## src/rtl/route_pkg.sv

```systemverilog
// Shared types and widths for the route scheduler.
package route_pkg;

  localparam int NODE_W = 4;
  localparam int DIR_W  = 2;
  localparam int HOPS_W = 4;

  typedef enum logic [1:0] {
    IDLE = 2'd0,
    WALK = 2'd1,
    DONE = 2'd2
  } state_t;

  typedef struct packed {
    logic [NODE_W-1:0] node;
    logic              id;
    logic [HOPS_W-1:0] hops;
  } result_t;

endpackage

```

## src/rtl/route_scheduler_hop_lut.sv

```systemverilog
// Combinational next-node function h(k, y); only the low two node bits take part.
module hop_lut
  import route_pkg::*;
(
  input  logic [NODE_W-1:0] node,
  input  logic [DIR_W-1:0]  dir,
  output logic [NODE_W-1:0] next
);

  logic k0, k1, y0, y1;
  logic unused_node_hi;

  assign k0 = node[0];
  assign k1 = node[1];
  assign y0 = dir[0];
  assign y1 = dir[1];
  assign unused_node_hi = ^node[3:2];

  assign next[3] = ((y0 | y1) & k0) | k1;
  assign next[2] = (~k0 & y0) | (k0 & ~y0 & ~y1) | (~k0 & y1) | (k0 & k1);
  assign next[1] = (~y0 & ~y1) | (y0 & y1 & ~k1) | (k0 & k1);
  assign next[0] = (~k1 & ~y0) | (k1 & y1) | (~k0 & ~y0) | (k0 & k1 & y0);

endmodule

```

## src/rtl/route_scheduler.sv

```systemverilog
// Round-robin scheduler sharing one hop_lut between two path-walk requesters.
// Optional hop trace outputs are enabled by defining ROUTE_TRACE_EN.
//
// state | meaning
// IDLE  | waiting for a request, req_ready shows the grant
// WALK  | executing one hop per clock
// DONE  | result presented until res_ready
module route_scheduler
  import route_pkg::*;
#(
  parameter int MAX_HOPS = 8,
  parameter int CNT_W    = 4
) (
  input  logic                  clk,
  input  logic                  rst_n,
  input  logic [1:0]            req_valid,
  output logic [1:0]            req_ready,
  input  logic [NODE_W-1:0]     req_src0,
  input  logic [NODE_W-1:0]     req_src1,
  input  logic [2*MAX_HOPS-1:0] req_path0,
  input  logic [2*MAX_HOPS-1:0] req_path1,
  input  logic [CNT_W-1:0]      req_len0,
  input  logic [CNT_W-1:0]      req_len1,
  output logic                  res_valid,
  input  logic                  res_ready,
  output logic [NODE_W-1:0]     res_node,
  output logic                  res_id,
  output logic [CNT_W-1:0]      res_hops,
  output logic                  busy
`ifdef ROUTE_TRACE_EN
  ,
  output logic                  trace_valid,
  output logic [NODE_W-1:0]     trace_node
`endif
);

  localparam logic [CNT_W-1:0] MAX_LEN = CNT_W'(MAX_HOPS);

  state_t state, state_nxt;

  logic [NODE_W-1:0]     cur_node;
  logic [2*MAX_HOPS-1:0] path_q;
  logic                  id_q;
  logic [CNT_W-1:0]      len_q;
  logic [CNT_W-1:0]      hop_cnt;
  logic                  last_grant;

  logic                  gnt_id;
  logic                  accept;
  logic [NODE_W-1:0]     src_sel;
  logic [2*MAX_HOPS-1:0] path_sel;
  logic [CNT_W-1:0]      len_sel;
  logic [CNT_W-1:0]      len_clamped;
  logic [DIR_W-1:0]      dir;
  logic [NODE_W-1:0]     hop_next;
  logic                  last_hop;
  result_t               res;

  // A lone requester always wins; on a tie the one not served last wins.
  always_comb begin
    gnt_id = 1'b0;
    case (req_valid)
      2'b10:   gnt_id = 1'b1;
      2'b11:   gnt_id = ~last_grant;
      default: gnt_id = 1'b0;
    endcase
  end

  assign accept      = (state == IDLE) && (|req_valid);
  assign req_ready   = accept ? (gnt_id ? 2'b10 : 2'b01) : 2'b00;
  assign src_sel     = gnt_id ? req_src1  : req_src0;
  assign path_sel    = gnt_id ? req_path1 : req_path0;
  assign len_sel     = gnt_id ? req_len1  : req_len0;
  assign len_clamped = (len_sel > MAX_LEN) ? MAX_LEN : len_sel;

  assign dir      = path_q[{hop_cnt, 1'b0} +: DIR_W];
  assign last_hop = (hop_cnt == (len_q - CNT_W'(1)));

  hop_lut u_hop_lut (
    .node (cur_node),
    .dir  (dir),
    .next (hop_next)
  );

  always_comb begin
    state_nxt = state;
    case (state)
      IDLE: begin
        if (accept) begin
          state_nxt = (len_clamped == '0) ? DONE : WALK;
        end
      end
      WALK: begin
        if (last_hop) begin
          state_nxt = DONE;
        end
      end
      DONE: begin
        if (res_ready) begin
          state_nxt = IDLE;
        end
      end
      default: state_nxt = IDLE;
    endcase
  end

  always_ff @(posedge clk or negedge rst_n) begin
    if (!rst_n) begin
      state <= IDLE;
    end else begin
      state <= state_nxt;
    end
  end

  always_ff @(posedge clk or negedge rst_n) begin
    if (!rst_n) begin
      cur_node   <= '0;
      path_q     <= '0;
      id_q       <= 1'b0;
      len_q      <= '0;
      hop_cnt    <= '0;
      last_grant <= 1'b1;
    end else if (accept) begin
      cur_node   <= src_sel;
      path_q     <= path_sel;
      id_q       <= gnt_id;
      len_q      <= len_clamped;
      hop_cnt    <= '0;
      last_grant <= gnt_id;
    end else if (state == WALK) begin
      cur_node <= hop_next;
      hop_cnt  <= hop_cnt + CNT_W'(1);
    end
  end

  // Result fields read as zero outside DONE so nothing stale leaks out.
  always_comb begin
    res = '0;
    if (state == DONE) begin
      res.node = cur_node;
      res.id   = id_q;
      res.hops = HOPS_W'(hop_cnt);
    end
  end

  assign res_valid = (state == DONE);
  assign res_node  = res.node;
  assign res_id    = res.id;
  assign res_hops  = CNT_W'(res.hops);
  assign busy      = (state != IDLE);

`ifdef ROUTE_TRACE_EN
  always_ff @(posedge clk or negedge rst_n) begin
    if (!rst_n) begin
      trace_valid <= 1'b0;
      trace_node  <= '0;
    end else begin
      trace_valid <= (state == WALK);
      if (state == WALK) begin
        trace_node <= hop_next;
      end
    end
  end
`endif

endmodule

```

## config.mk

```make
export PLATFORM = sky130hd
export DESIGN_NAME = route_scheduler
export DESIGN_NICKNAME = d
export VERILOG_FILES = /design/src/rtl/route_pkg.sv /design/src/rtl/route_scheduler_hop_lut.sv /design/src/rtl/route_scheduler.sv
export SDC_FILE = /design/constraint.sdc
export NUM_CORES = 1
export LEC_CHECK = 0
export ABC_AREA = 1
export CAP_MARGIN = 20
export CELL_PAD_IN_SITES_DETAIL_PLACEMENT = 1
export CELL_PAD_IN_SITES_GLOBAL_PLACEMENT = 2
export CORE_MARGIN = 4
export CORE_UTILIZATION = 23
export DETAILED_ROUTE_END_ITERATION = 10
export GPL_TIMING_DRIVEN = 0
export PLACE_DENSITY = 0.77
export SYNTH_ARGS = -nofsm -noshare
export SYNTH_HDL_FRONTEND = slang
export SYNTH_SLANG_ARGS = --single-unit
```

## constraint.sdc

```tcl
create_clock -name clk -period 1.6 [get_ports clk]
set_clock_uncertainty 0.15 [all_clocks]
set_input_delay 0.16 -clock clk [delete_from_list [all_inputs] [get_ports clk]]
set_output_delay 0.16 -clock clk [all_outputs]
set_load 0.005 [all_outputs]
```

**Word level (Yosys, flattened, before mapping)**

Index checks and enable logic that the tools add are counted.

- Bits in registers: 32
- Word-level logic and storage cells: 71
- Output and inout bits: 13

- Reductions and logical operators: 7
- Multiplexer cells: 17
- Bitwise operators: 28
- Equality and inequality tests: 8
- Order comparisons: 1
- Add/sub/neg operators: 2
- Shift operators: 1

Operator list:

| operator | number |
|---|---|
| $mux W4 | 7 |
| $mux W16 | 1 |
| $shiftx A16 B6 Y2 | 1 |
| $and A1 B1 Y1 | 13 |
| $mux W2 | 6 |
| $or A1 B1 Y1 | 10 |
| $mux W9 | 1 |
| $eq A2 B2 Y1 const B | 3 |
| $pmux W2 S3 | 1 |
| $not A1 Y1 | 5 |
| $add A4 B1 Y4 const B | 1 |
| $eq A4 B4 Y1 | 1 |
| $gt A4 B4 Y1 const B | 1 |
| $logic_not A4 Y1 | 1 |
| $ne A2 B2 Y1 const B | 2 |
| $reduce_bool A2 Y1 | 2 |
| $sub A4 B1 Y4 const B | 1 |
| $reduce_and A3 Y1 | 1 |
| $eq A2 B1 Y1 const B | 1 |
| $logic_not A2 Y1 | 1 |
| $ne A2 B1 Y1 const B | 1 |
| $pmux W1 S2 | 1 |
| $reduce_or A2 Y1 | 1 |
| $logic_and A1 B1 Y1 | 1 |

**Logic depth before layout (Yosys ltp)**

Gate-level depths: netlist (run 1).

- Word-level depth: 9
- Gate-level depth with buffers: 10
- Mapped depth without buffers: 10

**Modules after synthesis**

From an unflattened synthesis (run 1), not the netlist that was laid out.

- Cells, all modules: 274
- Area, all modules: 1924.3 um^2

By module, submodules not included:

| module | cells an instance | times used | area an instance (um^2) | seq. area each (um^2) |
|---|---|---|---|---|
| route_scheduler | 257 | 1 | 1839.3 | 802.0 |
| hop_lut | 17 | 1 | 85.1 | 0.0 |

**Worst setup path before layout (run 1)**

Ideal clock, no wire load.

- Path type: reg-to-reg
- Start: reg last_grant
- End: reg cur_node[0]
- Arrival: 1254 ps
- Slack: 72 ps
- Library setup time: 125 ps
- Data required time: 1325 ps
- Cell stages (with the launch flop): 7
- Path buffers: 1
- Cells stage by stage: dfstp_2 -> nand2_1 -> nand2_2 -> nor2_1 -> buf_2 -> a221oi_2 -> a21oi_2

- Cells in the longest elaborated chain, start to end: 4

Ends and longest elaborated chain:

| item | RTL line | RTL |
|---|---|---|
| from (decl) | route_scheduler.sv:46 | `logic last_grant;` |
| from (signal assigned) | route_scheduler.sv:129 | `last_grant <= gnt_id;` |
| $not A1 Y1 | route_scheduler.sv:64 | `2'b11: gnt_id = ~last_grant;` |
| $pmux W1 S2 | route_scheduler.sv:62 | `case (req_valid)` |
| $mux W4 | route_scheduler.sv:71 | `assign src_sel = gnt_id ? req_src1 : req_src0;` |
| $mux W4 | route_scheduler.sv:123 | `end else if (accept) begin` |
| to (signal assigned) | route_scheduler.sv:124 | `cur_node <= src_sel;` |
| to (signal assigned) | route_scheduler.sv:131 | `cur_node <= hop_next;` |
| to (decl) | route_scheduler.sv:41 | `logic [NODE_W-1:0] cur_node;` |

Every way passes these cells.
A chain may end at the register's enable or synchronous reset.

**Worst setup path in the final report (run 1)**

- Start: reg state[1]
- End: out req_ready[0]

- Cells in the longest elaborated chain, start to end: 3

Ends and longest elaborated chain:

| item | RTL line | RTL |
|---|---|---|
| from (decl) | route_scheduler.sv:39 | `state_t state, state_nxt;` |
| from (signal assigned) | route_scheduler.sv:111 | `state <= state_nxt;` |
| $logic_not A2 Y1 | route_scheduler.sv:69 | `assign accept = (state == IDLE) && (\|req_valid);` |
| $logic_and A1 B1 Y1 | route_scheduler.sv:69 |  |
| $mux W2 | route_scheduler.sv:70 | `assign req_ready = accept ? (gnt_id ? 2'b10 : 2'b01) : 2'b00;` |
| to (decl) | route_scheduler.sv:17 | `output logic [1:0] req_ready,` |

Every way passes these cells.

==> results.tsv, run 1 <==
metric	value	unit
Reg clk slew, reported paths	0.07	ns
die area	10200	sq um
Bufs and invs on worst path	4	
Detail Route Antenna Nets	0	
Core Box Area	8300	sq um
Sw Pwr	3.00	mW
Seq/Total Area, Yosys	40.4	%
Net Sw Frac	43.9	%
Yosys Warn Count	0	
nets	421	
Area Growth Syn to Fin	78.0	%
CP max stage cell	dfrtp_2	
clk root buf	clkbuf_8	
chip width	101	um
Crit. End Element	output pin	
syn nets	314	
Fill cells	975	
Pint	3.83	mW
Routed WL per cell	14.6	um
Synth Area in Simple Gates	29.5	%
Crit path max-delay family	flip-flops	
actual slew at the worst max-slew pin	0.743	ns
Worst slew margin	50.5	%
mapped cell area	1980	sq um
final worst setup slack	-0.141	ns
RSZ-0062 raised after global routing	yes	
number of synthesized flops with an enable pin	0	
GR Util All Layers	13.5	%
first-pass GRT wire length	10700	um
layout cells sized above 1	37.3	%
setup TNS	-1.32	ns
row count	33	
DRC	0	
cts bufs inserted	5	
sequential power share	21.9	%
vias in the first global route	2145	
initial antenna violation count	0	
outcome	complete, but fails checks	
antenna cell count	0	
power share of the clock group	12.7	%
multiplexer share of the synthesized area	0.505	%
synth top area cells	dfrtp_1 39%, nand2_1 15%, inv_1 6.2%	
routed vias/inst	4.36	
worst min path class	in -> reg	
Final Cycle Share	109	%
dominant cell type by area after synthesis	dfrtp_1	
synth unique cells	29	
Largest stage delay, worst path	0.44	ns
final setup fails	22	
clk buf depth	2	
fin crit period	1.74	ns
Adder-Cell Fraction of Synth Area	1.26	%
CTS Sinks	32	
Overall Power	6.83	mW
CP arrival	1.43	ns
die height	101	um
max cap viols	0	
Yosys reg bits	32	
initial core utilization	23.9	%
end of the worst hold path	state[1]	
R2R setup slack	-0.09	ns
Final Hold Fails	0	
Synth top area share	39.1	%
Static Leak	1.58	nW
CP startpoint kind	flip-flop	
I/O Buffers	65	
pwr/cell area	1940	nW/um^2
Clock Latency Late Sink	0.29	ns
top_reg_cell synth	dfrtp_1	
xor-xnor portion of the synthesized cell area	2.65	%
max-slew violations	0	
worst reg2reg startpoint	state[0]	
Synth Instances	259	
largest net degree at the start of global routing	33	
I/O pin cnt	66	
Peak Freq	574	MHz
main combinational cell family by area after synthesis	simple AND/OR/NAND/NOR gates	
Mapped Avg Cell Area	7.66	sq um
r2r endpoint	cur_node[2]	
hold path start	res_ready	
reg2reg path depth	9	
VDD IR max	522	uV
H-tree depth	2	
DRT iter0 DRCs	42	
Compound-Gate Fraction of Synth Area	14.7	%
TritonCTS clock tree	yes	
worst path required time	1.29	ns
Comb power frac	65.5	%
DP HPWL	4580	um
crit path kind	reg -> out	
crit path max fanout	3	
total routed wirelength	6880	um
Cells on Worst Hold Path	2	
GP Congestion	0.745	
via count	2057	
most frequent CP cell	buf_6	
Async SR Flop Fraction	100	%
TritonRoute pass-1 iters	4	
CP Cell Sequence	nor2_4 -> buf_6 -> o21ai_4 -> buf_6 -> nor2_4 -> buf_6 -> buf_6	
failing checks	negative setup slack	
Remaining Overflow, GRT	0	
-- registers in the layout, indices dropped and copies added, names as in the netlist --
| register | flops |
|---|---|
| hop_cnt | 4 |
| cur_node | 4 |
| id_q | 1 |
| len_q | 4 |
| path_q | 16 |
| state | 2 |
| last_grant | 1 |
-- area by class of cell --
cell class / count / area [sq um] / share of cell area (%)
Clock buffer: 7 / 96.3 / 2.73
Timing Repair inverter: 1 / 11.3 / 0.319
Inverter: 44 / 203 / 5.74
Tap cell: 105 / 131 / 3.72
Buffer: 8 / 106 / 3.01
Timing Repair Buffer: 99 / 942 / 26.7
Clock inverter: 1 / 30.0 / 0.851
Multi-Input combinational cell: 175 / 1200 / 34.1
Sequential cell: 32 / 806 / 22.8
-- Yosys cell counts (3+ instances only) --
cell      number
a221oi_2       3
o21ai_1        5
o211ai_1      14
o22ai_1        5
nor2_1        22
inv_2         10
a21oi_2        4
buf_2          6
xor2_1         4
nor2_2         3
inv_1         33
nand2_1       77
nand3_1       15
nand3_2        6
dfrtp_1       31
-- placed cells by master (no fill, tap or decap), types with 2 or more instances in the layout --
| cell type | n |
|---|---|
| buf_12 | 2 |
| o211ai_1 | 14 |
| clkinv_8 | 2 |
| buf_8 | 2 |
| buf_4 | 15 |
| o21ai_1 | 3 |
| o22ai_2 | 3 |
| nand3_2 | 10 |
| o21ai_0 | 2 |
| a221oi_4 | 4 |
| nor2_4 | 14 |
| nand3_4 | 2 |
| o22ai_1 | 2 |
| xor2_1 | 4 |
| nand2_2 | 3 |
| inv_1 | 27 |
| nor2_2 | 6 |
| nand2_1 | 75 |
| inv_2 | 11 |
| buf_6 | 24 |
| xnor2_1 | 2 |
| dfrtp_2 | 3 |
| nor2_1 | 6 |
| nand3_1 | 11 |
| inv_4 | 3 |
| a21oi_2 | 6 |
| o21ai_2 | 2 |
| dfrtp_1 | 28 |
| buf_2 | 9 |
| clkbuf_8 | 7 |
| clkdlybuf4s50_1 | 51 |
-- worst register-to-register path: cells and delay by family, from the launching register on --
family	cells	cell delay, ns
buffers and inverters	4	0.54
flip-flops	1	0.43
AO/OA/AOI/OAI	3	0.37
AND/OR/NAND/NOR	2	0.08
-- metrics by stage --
step / hold slack (ns) / instance area, sq um / util [%] / instances / setup slack (ns)
floorplan: -0.286 / 1980 / - / 259 / 0.0718
global placement: 0.309 / 2770 / 33.3 / 429 / -0.654
detailed placement: 0.123 / 2760 / 33.3 / 429 / -0.649
CTS: 0.279 / 3260 / 39.3 / 461 / -0.204
global route: 0.285 / 3530 / 42.5 / 472 / -0.217
finish: 0.287 / 3530 / 42.5 / 472 / -0.141
-- repair_timing --
action                                 CTS  global route
gates cloned                             1             1
pin swaps                               11            15
hold buffers                             1             0
gates resized for setup                111            46
setup endpoints to repair               37            43
endpoints found under the hold margin   31             0
buffers inserted                        22            12
-- worst max path at each step --
stage	slack (ns)	end	from	cells past startpoint
final	-0.14	req_ready[0]	state[1]	7
after global placement	-0.65	req_ready[1]	req_valid[1]	5
after global routing	-0.22	state[1]	last_grant	8
after floorplan	0.07	cur_node[0]	last_grant	6
after detailed placement	-0.65	req_ready[0]	req_valid[0]	7
after CTS	-0.20	req_ready[0]	state[0]	7
-- power by group through the flow --
| stage | logic, mW | registers (mW) | clock network [mW] |
|---|---|---|---|
| detailed placement | 3.08 | 1.46 | 0 |
| floorplan | 2.21 | 1.40 | 0 |
| finish | 4.47 | 1.49 | 0.866 |
| global placement | 2.99 | 1.45 | 0 |
| global route | 4.95 | 1.55 | 0.926 |
| CTS | 3.80 | 1.48 | 0.892 |
-- routing by layer --
layer	vias up	wire length, um	GRT usage, %
met5	-	0	0
met4	0	55	3.42
met3	4	389	2.84
met2	57	3330	22.5
met1	956	3110	17.9
li1	1040	-	-
-- kinds of logic (layout without fill, tap and decap cells) --
logic type / Yosys count / after routing
AO/OA/AOI/OAI: 38 / 38
XOR/XNOR: 6 / 6
adder cells (fa/ha/maj): 2 / 2
buffers and inverters: 52 / 160
flip-flops: 32 / 32
multiplexers: 1 / 1
AND/OR/NAND/NOR: 128 / 128
Power figures use the tool's default switching activity.
==> run 2: changes to the inputs <==
MAX_ROUTING_LAYER = met4   (was not set)
TNS_END_PERCENT = 5   (was not set)
==> results.tsv, run 2 (synthesis gave the netlist of run 1 again) <==
metric	value	unit	change
nets	409		-2.9%
layout cells sized above 1	32.1	%	-5.2 points
Static Leak	1.48	nW	-6.1%
TritonCTS clock tree	yes		
die height	101	um	unchanged
Largest stage delay, worst path	0.44	ns	about the same
actual slew at the worst max-slew pin	0.745	ns	+0.00243 ns
GR Util All Layers	13.7	%	+0.20 points
total routed wirelength	6640	um	-3.5%
Pint	3.42	mW	-11%
final worst setup slack	-0.160	ns	-0.0189 ns
Core Box Area	8300	sq um	unchanged
VDD IR max	486	uV	-6.9%
outcome	complete, but fails checks		
power share of the clock group	14.1	%	+1.4 points
antenna cell count	0		unchanged
initial core utilization	23.9	%	unchanged
Peak Freq	568	MHz	-1.1%
failing checks	negative setup slack		
DRT iter0 DRCs	26		-38%
clk buf depth	2		unchanged
Routed WL per cell	14.4	um	-1.0%
Worst slew margin	50.3	%	-0.16 points
commonest non-fill, non-tap cell in the layout	nand2_1		
Area Growth Syn to Fin	63.2	%	
cts bufs inserted	5		unchanged
CP arrival	1.45	ns	+0.02 ns
Sw Pwr	2.71	mW	-9.7%
GP Congestion	0.754		+1.3%
DRC	0		unchanged
via count	2022		-1.7%
DP HPWL	4580	um	unchanged
max FFs per register	16		unchanged
sequential power share	24.1	%	+2.2 points
Reg clk slew, reported paths	0.07	ns	about the same
row count	33		unchanged
vias in the first global route	2132		-0.61%
most frequent CP cell	buf_6		
Placed Cells	429		unchanged
RSZ-0062 raised after global routing	yes		
max-slew violations	0		unchanged
largest net degree at the start of global routing	33		unchanged
setup TNS	-1.32	ns	-0.00586 ns
Crit. End Element	output pin		
Biggest register	path_q		
H-tree depth	2		unchanged
Crit path max-delay family	flip-flops		
chip width	101	um	unchanged
TritonRoute pass-1 iters	4		unchanged
Remaining Overflow, GRT	0		unchanged
final setup fails	27		+23%
Overall Power	6.13	mW	-10%
Final Cycle Share	110	%	+1.2 points
Net Sw Frac	44.2	%	+0.32 points
initial antenna violation count	0		unchanged
most frequent cells in the layout	76 x nand2_1, 51 x clkdlybuf4s50_1, 28 x dfrtp_1, 27 x inv_1, 18 x buf_4		
max cap viols	0		unchanged
I/O pin cnt	66		unchanged
R2R setup slack	-0.14	ns	-0.05 ns
die area	10200	sq um	unchanged
clk root buf	clkbuf_8		
fin crit period	1.76	ns	+0.0189 ns
Fill cells	1004		+3.0%
worst min path class	in -> reg		
pwr/cell area	1890	nW/um^2	-2.2%
Clock Latency Late Sink	0.29	ns	about the same
CP startpoint kind	flip-flop		
I/O Buffers	65		unchanged
fin cells	460		-2.5%
routed vias/inst	4.40		+0.86%
CTS Sinks	32		unchanged
CP Cell Sequence	nor2_4 -> buf_6 -> o21ai_4 -> buf_6 -> nor2_4 -> buf_6 -> buf_6		
worst path required time	1.29	ns	about the same
Comb power frac	61.8	%	-3.7 points
crit path kind	reg -> out		
Final Hold Fails	0		unchanged
CP max stage cell	dfrtp_2		
crit path max fanout	3		unchanged
Detail Route Antenna Nets	0		unchanged
first-pass GRT wire length	10600	um	-1.4%
Bufs and invs on worst path	4		unchanged
run 2: changes by cell type in the layout (fill, tap and decap cells not counted), sizes merged:
cell | before | now
buf | 52 | 41
clkdlybuf4s15 | 2 | 1
clkinv | 3 | 1
inv | 42 | 44
run 2: layer usage:
layer	wire, um	vias to the layer above	GRT usage, %	share of wire (%)
li1	-	1009	-	-
met1	3030	956	17.7	46
met2	3180	49	22.2	48
met3	341	8	2.70	5.1
met4	83	0	3.42	1.3
met5	0	-	-	0
run 2: worst paths after layout:
check,from,endpoint,depth (start not counted)
setup / recovery,state[1],req_ready[0],7
hold / removal,req_path0[1],path_q[1],3
setup reg to reg,last_grant,cur_node[0],7
hold reg to reg,last_grant,last_grant,2
max in group asynchronous,rst_n,state[1],2
min in group asynchronous,rst_n,path_q[6],2
run 2: power groups by stage:
stage	Clock, mW	Sequential [mW]	Combinational, mW
3_5_place_dp	0	1.46	3.08
6_report	0.864	1.48	3.79
3_3_place_gp	0	1.45	2.99
4_1_cts	0.892	1.46	3.55
2_1_floorplan	0	1.40	2.21
5_1_grt	0.926	1.53	4.24
run 2: tightest hold or removal path, delay by kind of cell:
kind | cells | cell delay [ns]
buffers and inverters | 1 | 0.40
and+or+nand+nor | 2 | 0.11
run 2: timing repair:
| action | 4_1_cts | 5_1_grt |
|---|---|---|
| cloned | 1 | 0 |
| endpoints found under the setup margin | 37 | 43 |
| buffers inserted | 18 | 3 |
| gates resized for setup | 92 | 22 |
| hold buffers | 1 | 0 |
| pin swaps | 7 | 7 |
| endpoints found under the hold margin | 31 | 0 |
run 2: through the flow:
stage / setup slack [ns] / hold WS (ns) / util (%) / instance area (sq um)
detailed placement: -0.649 / 0.123 / 33.3 / 2760
finish: -0.160 / 0.282 / 39.0 / 3240
floorplan: 0.0718 / -0.286 / - / 1980
global placement: -0.654 / 0.309 / 33.3 / 2770
CTS: -0.190 / 0.279 / 37.8 / 3140
global route: -0.231 / 0.296 / 39.0 / 3240
run 2: area by class of cell:
type                            instances  area (sq um)  share of cell area, %
Inverter                               44           188                   5.80
Multi-Input combinational cell        175          1090                   33.7
Clock buffer                            7          96.3                   2.98
Tap cell                              105           131                   4.06
Clock inverter                          1          30.0                  0.928
Sequential cell                        32           806                   24.9
Buffer                                  8          82.6                   2.55
Timing Repair Buffer                   87           800                   24.7
Timing Repair inverter                  1          11.3                  0.348
==> run 3: changes to the inputs <==
ABC_CLOCK_PERIOD_IN_PS = 1600   (was not set)
PLACE_DENSITY = 0.81   (was 0.77)
==> results.tsv, run 3 (synthesis gave the netlist of run 1 again) <==
metric	value	unit	change
outcome	complete, but fails checks		
failing checks	negative setup slack		
initial antenna violation count	0		unchanged
CP arrival	1.46	ns	about the same
pwr/cell area	1860	nW/um^2	-1.9%
Crit. End Element	output pin		
met3 GRT Util	2.35	%	-0.35 points
Cells on Worst Hold Path	2		-1
Peak Freq	565	MHz	-0.66%
max cap viols	0		unchanged
Clock Latency Late Sink	0.29	ns	about the same
Core Box Area	8300	sq um	unchanged
VDD IR max	607	uV	+25%
GR Util All Layers	13.6	%	-0.11 points
largest net degree at the start of global routing	33		unchanged
Fill cells	998		-0.60%
Top Usage Layer GRT	met2		
R2R setup slack	-0.16	ns	-0.02 ns
TritonRoute pass-1 iters	4		unchanged
max FFs per register	16		unchanged
commonest non-fill, non-tap cell in the layout	nand2_1		
vias in the first global route	2142		+0.47%
Biggest register	path_q		
r2r endpoint	cur_node[3]		
actual slew at the worst max-slew pin	0.750	ns	+0.00445 ns
end of the worst hold path	state[1]		
die area	10200	sq um	unchanged
first-pass GRT wire length	10600	um	+0.39%
layout cells sized above 1	30.2	%	-1.9 points
crit path kind	reg -> out		
worst min path class	in -> reg		
via count	2007		-0.74%
worst path required time	1.29	ns	about the same
I/O Buffers	65		unchanged
max-slew violations	0		unchanged
met2 Usage GRT	22.3	%	+0.10 points
total routed wirelength	6370	um	-4.0%
I/O pin cnt	66		unchanged
final hold slack	0.285	ns	+0.00337 ns
Reg clk slew, reported paths	0.08	ns	about the same
Final Hold Fails	0		unchanged
Routed WL per cell	14.0	um	-3.2%
chip width	101	um	unchanged
Final Cycle Share	111	%	+0.74 points
GP Congestion	0.779		+3.3%
crit path max fanout	3		unchanged
routed vias/inst	4.40		+0.13%
DRT iter0 DRCs	56		+120%
Overall Power	6.03	mW	-1.6%
worst reg2reg startpoint	last_grant		
Remaining Overflow, GRT	0		unchanged
antenna cell count	0		unchanged
row count	33		unchanged
nets	405		-0.98%
Worst slew margin	50.0	%	-0.30 points
Detail Route Antenna Nets	0		unchanged
cts bufs inserted	5		unchanged
met1 Track Usage GR	17.6	%	-0.070 points
CP startpoint kind	flip-flop		
clk buf depth	2		unchanged
CTS Sinks	32		unchanged
post-layout util	39.1	%	+0.11 points
RSZ-0062 raised after global routing	yes		
H-tree depth	2		unchanged
Reg area	803	sq um	-0.31%
final worst setup slack	-0.171	ns	-0.0118 ns
initial core utilization	23.9	%	unchanged
most frequent cells in the layout	77 x nand2_1, 51 x clkdlybuf4s50_1, 30 x dfrtp_1, 29 x inv_1, 16 x buf_6		
DP HPWL	4600	um	+0.41%
Area Growth Syn to Fin	63.7	%	
area of the multi-input gates	1130	sq um	+3.2%
DRC	0		unchanged
final setup fails	28		+3.7%
reg2reg path depth	7		unchanged
hold path start	res_ready		
die height	101	um	unchanged
Static Leak	1.46	nW	-1.2%
clk root buf	clkbuf_8		
TritonCTS clock tree	yes		
fin crit period	1.77	ns	+0.0118 ns
==> run 3: repair_timing <==
action                                  in CTS  in global routing
pin swaps                                    6                  5
cloned                                       1                  0
endpoints found under the hold margin       31                  0
setup buffers                               16                  1
endpoints found under the setup margin      39                 41
hold buffers                                 1                  0
resized for setup                           92                 23
==> run 3: routing by layer <==
metal,part of all wire [%],up-vias,wire [um]
li1,-,1007,-
met1,46,943,2960
met2,48,51,3040
met3,4.8,6,309
met4,1.1,0,67
met5,0,-,0
==> run 3: metrics by stage <==
| step | area (sq um) | cells | setup slack (ns) | TNS, ns |
|---|---|---|---|---|
| 2_1_floorplan | 1980 | 259 | 0.0718 | 0 |
| 3_3_place_gp | 2770 | 429 | -0.654 | -25.25 |
| 3_5_place_dp | 2760 | 429 | -0.656 | -11.41 |
| 4_1_cts | 3130 | 455 | -0.199 | -2.43 |
| 5_1_grt | 3250 | 456 | -0.244 | -5.32 |
| 6_report | 3250 | 456 | -0.171 | -2.63 |
==> run 3: area by class of cell <==
| class | count | share of cell area (%) |
|---|---|---|
| Clock inverter | 3 | 1.31 |
| Clock buffer | 5 | 2.12 |
| Buffer | 8 | 2.47 |
| Inverter | 44 | 5.47 |
| Sequential cell | 32 | 24.7 |
| Timing Repair inverter | 1 | 0.270 |
| Tap cell | 105 | 4.05 |
| Multi-Input combinational cell | 175 | 34.7 |
| Timing Repair Buffer | 83 | 24.8 |
==> run 3: worst max-delay path, cell delays in order (launching register included) <==
cell,delay [ns]
dfrtp_1,0.43
nor2_2,0.14
buf_4,0.13
o21ai_4,0.05
buf_6,0.13
nor2_4,0.09
buf_6,0.11
buf_6,0.08
==> run 3: worst max-delay path by stage <==
stage / startpoint / end / slack, ns / cells past startpoint
2_1_floorplan: last_grant / cur_node[0] / 0.07 / 6
3_3_place_gp: req_valid[0] / req_ready[0] / -0.65 / 7
3_5_place_dp: req_valid[1] / req_ready[1] / -0.66 / 5
4_1_cts: state[0] / req_ready[0] / -0.20 / 7
5_1_grt: state[0] / res_node[0] / -0.24 / 6
6_report: state[1] / req_ready[0] / -0.17 / 7
==> run 3: where the power goes <==
part	internal [mW]	switching, mW	total, mW
clock network	0.461	0.330	0.791
logic	1.64	2.14	3.78
registers	1.22	0.235	1.46
==> patch, RTL diff (settings of run 1) <==
Encoding of `state_t`: now one-hot (3 bits for 3 states).
--- a/src/rtl/route_pkg.sv
+++ b/src/rtl/route_pkg.sv
@@ -5,10 +5,10 @@
   localparam int DIR_W  = 2;
   localparam int HOPS_W = 4;
 
-  typedef enum logic [1:0] {
-    IDLE = 2'd0,
-    WALK = 2'd1,
-    DONE = 2'd2
+  typedef enum logic [2:0] {
+    IDLE = 3'b001,
+    WALK = 3'b010,
+    DONE = 3'b100
   } state_t;
 
   typedef struct packed {
Function: no difference found for any inputs over 10 cycles, from zero or initial values and one cycle with rst_n low; not proved beyond that.
==> patch against run 1 <==
The flow still finishes with violations (setup timing). Synthesized cell count is 3.5% higher. Register-to-register slack worse by 0.13 ns. Power is 1.9% higher. Non-clock buffer count is 10 higher. Routed wire length is 18% higher. Sequential share of layout area is 0.13 points lower. Setup slack worse by 0.14 ns. Design area is 3.4% higher. Area after synthesis is 1.8% higher. Fmax is 7.3% lower. Count of clock-buffer cells in the layout is 1 lower. Sequential cell count is 1 higher.
==> patch: results (changes against run 1) <==
| Metric | Value |
|---|---|
| # setup viols final | `40 (was 22)` |
| Leakage power | `1.661 nW (was 1.578 nW)` |
| Slew headroom | `47.08% (was 50.49%)` |
| Vias in the first global route | `2,259 (was 2,145)` |
| CP max stage delay | `0.38 ns (was 0.44 ns)` |
| Critical path startpoint | `state[0] (was state[1])` |
| Placed instance count | `438 (was 429)` |
| Mux contribution to synthesized area | `0% (was 0.5047%)` |
| Sequential share of power | `20.8% (was 21.9%)` |
| Status | `complete, but fails checks (unchanged)` |
| Design Power | `0.006963 W (was 0.006832 W)` |
| Largest net degree at the start of global routing | `34 (was 33)` |
| Worst min-delay path endpoint | `path_q[1] (was state[1])` |
| Post-synthesis adder-cell area fraction | `1.240% (was 1.262%)` |
| Hold Startpoint | `req_path0[1] (was res_ready)` |
| IR drop worst, VDD | `0.0006315 V (was 0.0005218 V)` |
| Compound-Gate Fraction of Synth Area | `13.64% (was 14.70%)` |
| Final WS setup | `-0.2781 ns (was -0.1409 ns)` |
| Failing checks | `setup timing (unchanged)` |
| Pre-CTS setup slack | `-0.7648 ns (was -0.6494 ns)` |
| R2r setup slk | `-0.22 ns (was -0.09 ns)` |
| Final #Nets | `439 (was 421)` |
| Post-synthesis cell type count | `30 (was 29)` |
| Final wirelength | `8.097 mm (was 6.882 mm)` |
| Cells after Synth | `268 (was 259)` |
| Share of layout cells above drive strength 1 | `35.06% (was 37.33%)` |
| Post-synthesis xor/xnor area fraction | `2.170% (was 2.650%)` |
| Synth Net Count | `323 (was 314)` |
| Iteration-0 DRC count of the detailed router | `53 (was 42)` |
| Post-DP HPWL | `4.869 mm (was 4.584 mm)` |
| Final setup TNS | `-5.232 ns (was -1.318 ns)` |
| Post-cts sizing count | `119 (was 111)` |
| Post-synth top cells | `nand2_1 (83), inv_1 (33), dfrtp_1 (31), nand3_1 (23), nor2_1 (22) (was nand2_1 (77), inv_1 (33), dfrtp_1 (31), nor2_1 (22), nand3_1 (15))` |
| Vias per inst | `4.492 (was 4.358)` |
| Sequential fraction of the synthesis area | `41.04% (was 40.44%)` |
| Cells on worst reg2reg path | `8 (was 9)` |
| First-pass GRT wire length | `11.76 mm (was 10.74 mm)` |
| Worst path slowest cell | `dfstp_2 (was dfrtp_2)` |
| Int Power | `0.003985 W (was 0.003833 W)` |
| R2r startpoint | `state[0] (unchanged)` |
| Postcts setup bufs | `29 (was 22)` |
| Top reg by flops | `path_q (unchanged)` |
| Overall Global Routing Usage | `14.87% (was 13.55%)` |
| #FFs+latches synth | `33 (was 32)` |
| Vias | `2,201 (was 2,057)` |
| End of the critical path | `res_node[1] (was req_ready[0])` |
| CP arrival | `1.57 ns (was 1.43 ns)` |
| Worst hold path stage count | `3 (was 2)` |
| Reg-to-Reg End | `state[2] (was cur_node[2])` |
| Fin Hold WS | `0.2591 ns (was 0.2870 ns)` |
| DP Area | `2795 sq um (was 2760 sq um)` |
-- patch: changes by cell type after synthesis, sizes merged, moves of 2 or more --
cell | before | now
nor3 | 0 | 2
inv | 43 | 39
a21oi | 6 | 9
o22ai | 5 | 0
nand4 | 0 | 2
o21ai | 8 | 10
nand3 | 23 | 27
nand2 | 79 | 85
-- patch: layout make-up --
type	instances	area, sq um
plain buffers	9	116.4
multi-input cells	187	1199
repair buffers	108	1080
clock buffers	6	82.58
flip-flops and latches	33	828.3
well taps	105	131.4
repair inverters	1	7.507
clock inverters	2	37.54
fillers	975	4733
inverters	39	166.4
-- patch: per-layer routing --
layer	track usage (%)	up-vias	wire, um	share of wire, %
met4	3.067	0	99	1.2
met5	0	-	0	0
met2	24.60	62	3778	47
met1	20.17	1041	3799	47
met3	2.961	7	420	5.2
li1	-	1091	-	-
-- patch: worst register-to-register path: cells and delay by family, from the launching register on --
family / cells / cell delay [ns]
buf+inv: 5 / 0.63
simple gates: 2 / 0.47
compound gates: 1 / 0.13
flops: 1 / 0.38
